File: config.mk
export PLATFORM = sky130hd
export DESIGN_NAME = cache_set_assoc
export DESIGN_NICKNAME = d
export VERILOG_FILES = /design/src/rtl/cache_pkg.sv /design/src/rtl/cache_tag_match.sv /design/src/rtl/cache_set_assoc.sv
export SDC_FILE = /design/constraint.sdc
export NUM_CORES = 2
export LEC_CHECK = 0
export CAP_MARGIN = 40
export CORE_MARGIN = 2
export CORE_UTILIZATION = 35
export DETAILED_ROUTE_END_ITERATION = 10
export SLEW_MARGIN = 15
export SYNTH_ARGS = -nofsm -noshare
export SYNTH_HDL_FRONTEND = slang
export SYNTH_SLANG_ARGS = --single-unit
File: constraint.sdc
create_clock -name CLK -period 3.62 [get_ports CLK]
set_input_delay 0.362 -clock CLK [delete_from_list [all_inputs] [get_ports CLK]]
set_output_delay 0.362 -clock CLK [all_outputs]
set_load 0.05 [all_outputs]
File: src/rtl/cache_pkg.sv
// Shared types and address-field helpers for the set-associative instruction cache.
package cache_pkg;

    // Refill controller states
    typedef enum logic [1:0] {
        IDLE   = 2'd0,
        REFILL = 2'd1,
        RESP   = 2'd2
    } state_t;

    // Tags are held at a fixed maximum width; unused upper bits stay zero
    localparam int MAX_TAG_W = 32;

    // Per-line metadata; data words live in a separate array
    typedef struct packed {
        logic                 valid;
        logic [MAX_TAG_W-1:0] tag;
    } line_meta_t;

    // Number of word-offset bits inside a block
    function automatic int word_bits(input int words);
        return (words > 1) ? $clog2(words) : 0;
    endfunction

    // Number of set-index bits
    function automatic int index_bits(input int sets);
        return $clog2(sets);
    endfunction

    // Number of tag bits left above byte offset, word offset and index
    function automatic int tag_bits(input int addr_w, input int words, input int sets);
        return addr_w - 2 - word_bits(words) - index_bits(sets);
    endfunction

    // Vector width for a field that may be zero bits wide
    function automatic int field_w(input int bits);
        return (bits > 0) ? bits : 1;
    endfunction

endpackage

File: src/rtl/cache_tag_match.sv
// Per-set hit detection, hit-way select and victim selection.
module cache_tag_match #(
    parameter int WAYS  = 2,
    parameter int TAG_W = 32,
    parameter int WAY_W = 1
) (
    input  logic [WAYS-1:0]       valid_i,
    input  logic [WAYS*TAG_W-1:0] tags_i,
    input  logic [TAG_W-1:0]      tag_i,
    input  logic [WAY_W-1:0]      ptr_i,
    output logic                  hit_o,
    output logic [WAY_W-1:0]      hit_way_o,
    output logic [WAY_W-1:0]      victim_way_o,
    output logic                  all_valid_o
);

    logic [WAYS-1:0] match;

    genvar gi;
    generate
        for (gi = 0; gi < WAYS; gi++) begin : g_cmp
            assign match[gi] = valid_i[gi] && (tags_i[gi*TAG_W +: TAG_W] == tag_i);
        end
    endgenerate

    assign hit_o       = |match;
    assign all_valid_o = &valid_i;

    // Lowest matching way wins; victim is the lowest free way, else the pointer's way
    always_comb begin
        hit_way_o    = '0;
        victim_way_o = ptr_i;
        for (int i = WAYS - 1; i >= 0; i--) begin
            if (match[i])    hit_way_o    = WAY_W'(i);
            if (!valid_i[i]) victim_way_o = WAY_W'(i);
        end
    end

endmodule

File: src/rtl/cache_set_assoc.sv
// N-way set-associative instruction cache with burst refill and hit/miss counters.
// Optional macro CACHE_FLUSH_EN adds a FLUSH input that invalidates every line.
module cache_set_assoc
    import cache_pkg::*;
#(
    parameter int ADDR_W = 32,
    parameter int DATA_W = 32,
    parameter int SETS   = 8,
    parameter int WAYS   = 2,
    parameter int WORDS  = 4,
    parameter int CNT_W  = 20
) (
    input  logic              CLK,
    input  logic              RESET_N,
    input  logic              REQ,
    input  logic [ADDR_W-1:0] ADDR,
    output logic              READY,
    output logic              RVALID,
    output logic [DATA_W-1:0] RDATA,
    output logic              MM_REQ,
    output logic [ADDR_W-1:0] MM_ADDR,
    input  logic              MM_VALID,
    input  logic [DATA_W-1:0] MM_DATA,
`ifdef CACHE_FLUSH_EN
    input  logic              FLUSH,
`endif
    output logic [CNT_W-1:0]  CNT_HIT,
    output logic [CNT_W-1:0]  CNT_MISS
);

    localparam int WO      = word_bits(WORDS);
    localparam int IDX_W   = index_bits(SETS);
    localparam int WOFF_W  = field_w(WO);
    localparam int WAY_W   = field_w($clog2(WAYS));
    localparam int BLK_LSB = 2 + WO;
    localparam int TAG_LSB = BLK_LSB + IDX_W;
    localparam int DEPTH   = SETS * WAYS * WORDS;
    localparam int DA_W    = $clog2(DEPTH);

    state_t              state_q, state_d;
    line_meta_t          meta_q [SETS][WAYS];
    logic [WAY_W-1:0]    ptr_q  [SETS];
    logic [DATA_W-1:0]   data_q [DEPTH];
    logic                rvalid_q, mm_req_q, lat_allv_q;
    logic [DATA_W-1:0]   rdata_q;
    logic [ADDR_W-1:0]   mm_addr_q;
    logic [WOFF_W-1:0]   beat_q, lat_word_q;
    logic [IDX_W-1:0]    lat_idx_q;
    logic [WAY_W-1:0]    lat_way_q;
    logic [MAX_TAG_W-1:0] lat_tag_q;
    logic [CNT_W-1:0]    cnt_hit_q, cnt_miss_q;

    logic [WOFF_W-1:0]   req_word;
    logic [IDX_W-1:0]    req_idx;
    logic [MAX_TAG_W-1:0] req_tag;
    logic [WAYS-1:0]     set_valid;
    logic [WAYS*MAX_TAG_W-1:0] set_tags;
    logic                hit, all_valid, flush_req;
    logic [WAY_W-1:0]    hit_way, victim_way;
    logic                hit_acc, miss_acc, beat_wr, last_beat;
    logic [DA_W-1:0]     rd_addr, wr_addr;

    // Flat data-array address of one word of one line
    function automatic logic [DA_W-1:0] data_addr(input logic [IDX_W-1:0]  idx,
                                                  input logic [WAY_W-1:0]  way,
                                                  input logic [WOFF_W-1:0] word);
        return DA_W'((int'(idx) * WAYS + int'(way)) * WORDS + int'(word));
    endfunction

    assign req_word = WOFF_W'(ADDR >> 2) & WOFF_W'(WORDS - 1);
    assign req_idx  = IDX_W'(ADDR >> BLK_LSB);
    assign req_tag  = MAX_TAG_W'(ADDR >> TAG_LSB);

    genvar gi;
    generate
        for (gi = 0; gi < WAYS; gi++) begin : g_set_rd
            assign set_valid[gi] = meta_q[req_idx][gi].valid;
            assign set_tags[gi*MAX_TAG_W +: MAX_TAG_W] = meta_q[req_idx][gi].tag;
        end
    endgenerate

    cache_tag_match #(
        .WAYS  (WAYS),
        .TAG_W (MAX_TAG_W),
        .WAY_W (WAY_W)
    ) u_tag_match (
        .valid_i      (set_valid),
        .tags_i       (set_tags),
        .tag_i        (req_tag),
        .ptr_i        ((WAYS > 1) ? ptr_q[req_idx] : WAY_W'(0)),
        .hit_o        (hit),
        .hit_way_o    (hit_way),
        .victim_way_o (victim_way),
        .all_valid_o  (all_valid)
    );

`ifdef CACHE_FLUSH_EN
    logic flush_pend_q;

    // A flush seen outside IDLE is remembered until the controller is back in IDLE
    always_ff @(posedge CLK or negedge RESET_N) begin
        if (!RESET_N)                        flush_pend_q <= 1'b0;
        else if (state_q == IDLE)            flush_pend_q <= 1'b0;
        else if (FLUSH)                      flush_pend_q <= 1'b1;
    end

    assign flush_req = (state_q == IDLE) && (FLUSH || flush_pend_q);
`else
    assign flush_req = 1'b0;
`endif

    // Next state and one-cycle action strobes; flush takes priority over a request
    always_comb begin
        state_d   = state_q;
        hit_acc   = 1'b0;
        miss_acc  = 1'b0;
        beat_wr   = 1'b0;
        last_beat = 1'b0;
        case (state_q)
            IDLE: begin
                if (!flush_req && REQ) begin
                    if (hit) begin
                        hit_acc = 1'b1;
                    end else begin
                        miss_acc = 1'b1;
                        state_d  = REFILL;
                    end
                end
            end
            REFILL: begin
                if (MM_VALID) begin
                    beat_wr = 1'b1;
                    if (beat_q == WOFF_W'(WORDS - 1)) begin
                        last_beat = 1'b1;
                        state_d   = RESP;
                    end
                end
            end
            RESP:    state_d = IDLE;
            default: state_d = IDLE;
        endcase
    end

    assign rd_addr = (state_q == IDLE) ? data_addr(req_idx, hit_way, req_word)
                                       : data_addr(lat_idx_q, lat_way_q, lat_word_q);
    assign wr_addr = data_addr(lat_idx_q, lat_way_q, beat_q);

    // Data words: written by refill beats only, never cleared
    always_ff @(posedge CLK) begin
        if (beat_wr) data_q[wr_addr] <= MM_DATA;
    end

    // Controller, metadata, pointers and counters
    always_ff @(posedge CLK or negedge RESET_N) begin
        if (!RESET_N) begin
            state_q    <= IDLE;
            rvalid_q   <= 1'b0;
            rdata_q    <= '0;
            mm_req_q   <= 1'b0;
            mm_addr_q  <= '0;
            beat_q     <= '0;
            lat_idx_q  <= '0;
            lat_way_q  <= '0;
            lat_word_q <= '0;
            lat_tag_q  <= '0;
            lat_allv_q <= 1'b0;
            cnt_hit_q  <= '0;
            cnt_miss_q <= '0;
            for (int s = 0; s < SETS; s++) begin
                ptr_q[s] <= '0;
                for (int w = 0; w < WAYS; w++) meta_q[s][w].valid <= 1'b0;
            end
        end else begin
            state_q  <= state_d;
            rvalid_q <= hit_acc || (state_q == RESP);
            if (hit_acc || (state_q == RESP)) rdata_q <= data_q[rd_addr];
            if (hit_acc && (cnt_hit_q != {CNT_W{1'b1}})) cnt_hit_q <= cnt_hit_q + 1'b1;
            if (miss_acc) begin
                if (cnt_miss_q != {CNT_W{1'b1}}) cnt_miss_q <= cnt_miss_q + 1'b1;
                lat_tag_q  <= req_tag;
                lat_idx_q  <= req_idx;
                lat_word_q <= req_word;
                lat_way_q  <= victim_way;
                lat_allv_q <= all_valid;
                mm_addr_q  <= ADDR_W'((ADDR >> BLK_LSB) << BLK_LSB);
                mm_req_q   <= 1'b1;
                beat_q     <= '0;
            end
            if (beat_wr) beat_q <= beat_q + 1'b1;
            if (last_beat) begin
                mm_req_q <= 1'b0;
                meta_q[lat_idx_q][lat_way_q] <= '{valid: 1'b1, tag: lat_tag_q};
                if ((WAYS > 1) && lat_allv_q) ptr_q[lat_idx_q] <= ptr_q[lat_idx_q] + 1'b1;
            end
            if (flush_req) begin
                for (int s = 0; s < SETS; s++) begin
                    ptr_q[s] <= '0;
                    for (int w = 0; w < WAYS; w++) meta_q[s][w].valid <= 1'b0;
                end
            end
        end
    end

    assign READY    = (state_q == IDLE);
    assign RVALID   = rvalid_q;
    assign RDATA    = rdata_q;
    assign MM_REQ   = mm_req_q;
    assign MM_ADDR  = mm_addr_q;
    assign CNT_HIT  = cnt_hit_q;
    assign CNT_MISS = cnt_miss_q;

endmodule

==> flow_summary_export.csv <==
group,metric,value,unit
synth,ys_seq_area_share,75.63,%
floorplanning,io_pins,175,
cells_and_area,fill_cells,24675,
power,netSwitchingPower,30.38,mW
sta,final_max_slew_viol_count,0,
clock_tree,numCtsBuffers,278,
hold_path,hp-class,"in2reg",
clock_tree,cts_tree,"yes",
hold_path,worstHoldPathCells,1,
drt,vias_per_cell,5.527,
clock_tree,htreeDepth,5,
global_route,grt-busiest-layer,"met2",
synth,syn-instance-count,4933,
synth,synth_seq_cells,2582,
floorplanning,die_x,542.9,um
sta,maxClockFrequency,266.8,MHz
global_route,grt_usage,18.71,%
cells_and_area,layout_commonest_cell,"edfxtp_1",
critical_path,cp_max_fo,44,
placed_design,gp_congestion,0.8464,
clock_tree,insertion_delay,0.86,ns
clock_tree,path_clk_slew,0.06,ns
drt,drt_iter0_markers,6718,
critical_path,crit_path_end_kind,"register",
cells_and_area,seq_area,76870,um^2
floorplanning,die_h,542.9,um
critical_path,critPathMaxStageDelay,0.49,ns
power,power_frac_seq,37.3,%
drt,detail-route-antenna-nets,0,
cells_and_area,layout.nets,5841,
sta,slew_headroom,40.54,%
status,status,"finished, violations left",
global_route,globalRouteMet3Util,3.018,%
critical_path,path_buf_inv,3,
critical_path,crit_slowest_cell,"or4_4",
synth,yosysWarnings,0,
critical_path,cp-start-kind,"register",
clock_tree,cts.path.max_buffers,4,
synth,netlist_area,101600,um^2
sta,worst_pin_slew,0.8919,ns
sta,layout_setup_ws,-0.1275,ns
global_route,antenna_found_initial,22,
sta,skew,0.05691,ns
cells_and_area,instances_no_fill,9762,
global_route,grt_util_met1,26.60,%
power,switching_share,31.74,%
sta,fin_crit,3.747,ns
status,violations,"setup timing",
drt,avgRoutedWirePerCell,28.67,um
sta,rsz0062_at_grt,"true",
synth,ys.flop_type,"edfxtp_1",
power,leakage,40.53,nW
drt,drt-total-wl,279900,um
floorplanning,die_area,294700,um^2
cells_and_area,multi_input_area,24410,um^2
global_route,met2_usage,29.92,%
synth,syn_area_per_cell,20.60,um^2
synth,synth_cell_type_count,63,
critical_path,crit_family,"compound AO/OA/AOI/OAI gates",
power,power_frac_comb,33.9,%
sta,fin_crit_sh,103.5,%
flow_run,drv_cap,0,
global_route,grt_pass1_vias,54420,
synth,synth_edf_count,2448,
clock_tree,cts-root-buf,"clkbuf_16",
power,power,95.71,mW
sta,setup_viol,24,
drt,firstDrtPassIters,6,
critical_path,critPathRequiredTime,4.38,ns
floorplanning,start_util,35.24,%
drt,drc,0,
critical_path,reg2reg_depth,13,
power,intPower,65.34,mW
critical_path,reg2reg_slack,-0.13,ns
global_route,grt_overflow,0,
placed_design,io_buffer_count,168,
power,p_clk_share,28.8,%
power,ir_worst_vdd,0.0005630,V
cells_and_area,areaGrowthSynthToFinish,21.79,%
sta,hold_viol_final,0,
placed_design,place_inst,9224,
clock_tree,cts.sinks,2582,
global_route,grt_max_degree,62,
cells_and_area,layout-drive-gt1-share,31.53,%
placed_design,dp_hpwl,169400,um
global_route,grt_pass1_wl,399800,um
drt,via_count,53957,
floorplanning,core_area,288400,um^2
critical_path,crit_cells,13,
critical_path,path_cells,"mux4_2, mux2i_1, xor2_1, o2111a_1, nand4_1, buf_4, or4_4, a21oi_4, buf_6, nor2_4, buf_12, a21oi_2, a22o_1",
critical_path,timing_worst_setup_path_type,"reg2reg",
power,power_density,773.2,nW/um^2
floorplanning,num_rows,197,
cells_and_area,layout_common_cells,"edfxtp_1 (2448), mux4_2 (573), buf_4 (460), clkbuf_16 (288), mux2i_1 (280)",
critical_path,crit_arrival,4.51,ns
synth,ys_async_sr_fraction,5.190,%
==> final cells by class <==
class	instances	share of cell area, %
Clock inverter	139	1.042
Antenna cell	5	0.01011
Timing Repair Buffer	842	7.237
Tap cell	3781	3.822
Clock buffer	347	6.040
Sequential cell	2582	62.10
Inverter	10	0.03032
Multi-Input combinational cell	2056	19.72
==> logic make-up after synthesis <==
group | Yosys count | share of synthesized area [%]
buffers and inverters | 298 | 1.386
XOR/XNOR | 67 | 0.5774
AO/OA/AOI/OAI | 458 | 3.116
adder cells (fa/ha/maj) | 3 | 0.03694
AND/OR/NAND/NOR | 558 | 2.562
multiplexers | 966 | 16.69
flip-flops | 2582 | 75.63
other | 1 | 0.003690
==> final timing paths <==
check / start / end
hold reg to reg: meta_q[164] / meta_q[164]
max in group asynchronous: RESET_N / CNT_HIT[3]
min in group asynchronous: RESET_N / lat_tag_q[1]
hold / removal: MM_DATA[14] / data_q[27][14]
setup reg to reg: meta_q[478] / RDATA[12]
setup / recovery: meta_q[478] / RDATA[12]
==> worst reg2reg max path, cell delays in order (launching register included) <==
cell and delay (ns):
edfxtp_1 0.38, mux4_2 0.47, mux2i_1 0.18, xor2_1 0.36, o2111a_1 0.25, nand4_1 0.14
buf_4 0.17, or4_4 0.49, a21oi_4 0.22, buf_6 0.14, nor2_4 0.07, buf_12 0.20
a21oi_2 0.43, a22o_1 0.17
==> sequential cells by signal, summed over array words and instances (netlist names) <==
register,cells
state_q,2
ptr_q,8
RVALID,1
lat_tag_q,25
data_q,2048
MM_REQ,1
CNT_HIT,20
RDATA,32
MM_ADDR,1
CNT_MISS,20
lat_word_q,2
lat_idx_q,2
meta_q,416
beat_q,2
lat_way_q,1
lat_allv_q,1
==> power groups by stage <==
| stage | clock, mW | sequential (mW) | combinational, mW |
|---|---|---|---|
| 2_1_floorplan | 0 | 36.7 | 16.4 |
| 3_3_place_gp | 0 | 36.3 | 31.7 |
| 3_5_place_dp | 0 | 36.3 | 31.9 |
| 4_1_cts | 28.0 | 35.7 | 32.3 |
| 5_1_grt | 29.2 | 35.8 | 34.2 |
| 6_report | 27.6 | 35.7 | 32.4 |
==> per-layer routing <==
layer  up-vias  part of all wire, %
met2      2265                   47
met1     29161                   42
li1      22125                    -
met3       404                  7.7
met4         2                  2.4
met5         -               0.0032
==> cells in the mapped netlist (3+ instances only) <==
cell | instances | share of area (%)
buf_2 | 72 | 0.35
inv_1 | 9 | 0.033
a22oi_1 | 38 | 0.28
xnor2_1 | 31 | 0.27
edfxtp_1 | 2448 | 72
and2_1 | 68 | 0.42
nor2b_1 | 7 | 0.043
buf_1 | 29 | 0.11
ha_1 | 3 | 0.037
nand2_1 | 189 | 0.70
a21boi_0 | 4 | 0.030
a21oi_1 | 103 | 0.51
buf_6 | 17 | 0.19
clkbuf_1 | 154 | 0.57
or2_2 | 3 | 0.018
a31oi_1 | 35 | 0.22
nor2_1 | 169 | 0.62
mux2_2 | 77 | 0.85
mux2_1 | 25 | 0.28
mux4_2 | 573 | 13
and3_1 | 17 | 0.10
nand3_1 | 33 | 0.16
o2111ai_1 | 4 | 0.034
buf_4 | 13 | 0.096
nor4_1 | 7 | 0.043
a211oi_1 | 64 | 0.47
nand3b_1 | 9 | 0.066
a21bo_2 | 5 | 0.049
or3_1 | 5 | 0.031
o21a_1 | 6 | 0.044
o211ai_1 | 33 | 0.24
o22ai_1 | 31 | 0.19
xor2_1 | 36 | 0.31
dfrtp_1 | 134 | 3.3
and4_1 | 6 | 0.052
nor3_1 | 7 | 0.034
a22o_1 | 39 | 0.34
nand4_1 | 23 | 0.14
o21bai_1 | 16 | 0.12
a311o_1 | 31 | 0.31
mux2i_1 | 291 | 2.9
o21ai_0 | 40 | 0.20
==> what timing repair did <==
| action | 4_1_cts | 5_1_grt |
|---|---|---|
| hold buffers | 21 | 4 |
| gates resized for setup | 51 | 35 |
| buffers inserted | 8 | 5 |
| endpoints found under the hold margin | 361 | 98 |
| pin swaps | 15 | 29 |
| gates cloned | 1 | 1 |
| setup endpoints to repair | 41 | 46 |
==> stage by stage <==
stage	util, %	area, um^2	worst slack [ns]	hold WS, ns	TNS, ns
finish	42.92	123800	-0.1275	0.05968	-1.026
detailed placement	39.54	114000	-0.9248	0.2596	-50.72
CTS	42.78	123400	-0.03562	0.01483	-0.1553
global route	42.92	123800	-0.1838	0.05852	-4.077
floorplan	-	101600	0.1309	0.06641	0
global placement	39.39	113600	-0.9505	0.2567	-55.73
No activity file was read; power rests on OpenSTA's default activity.
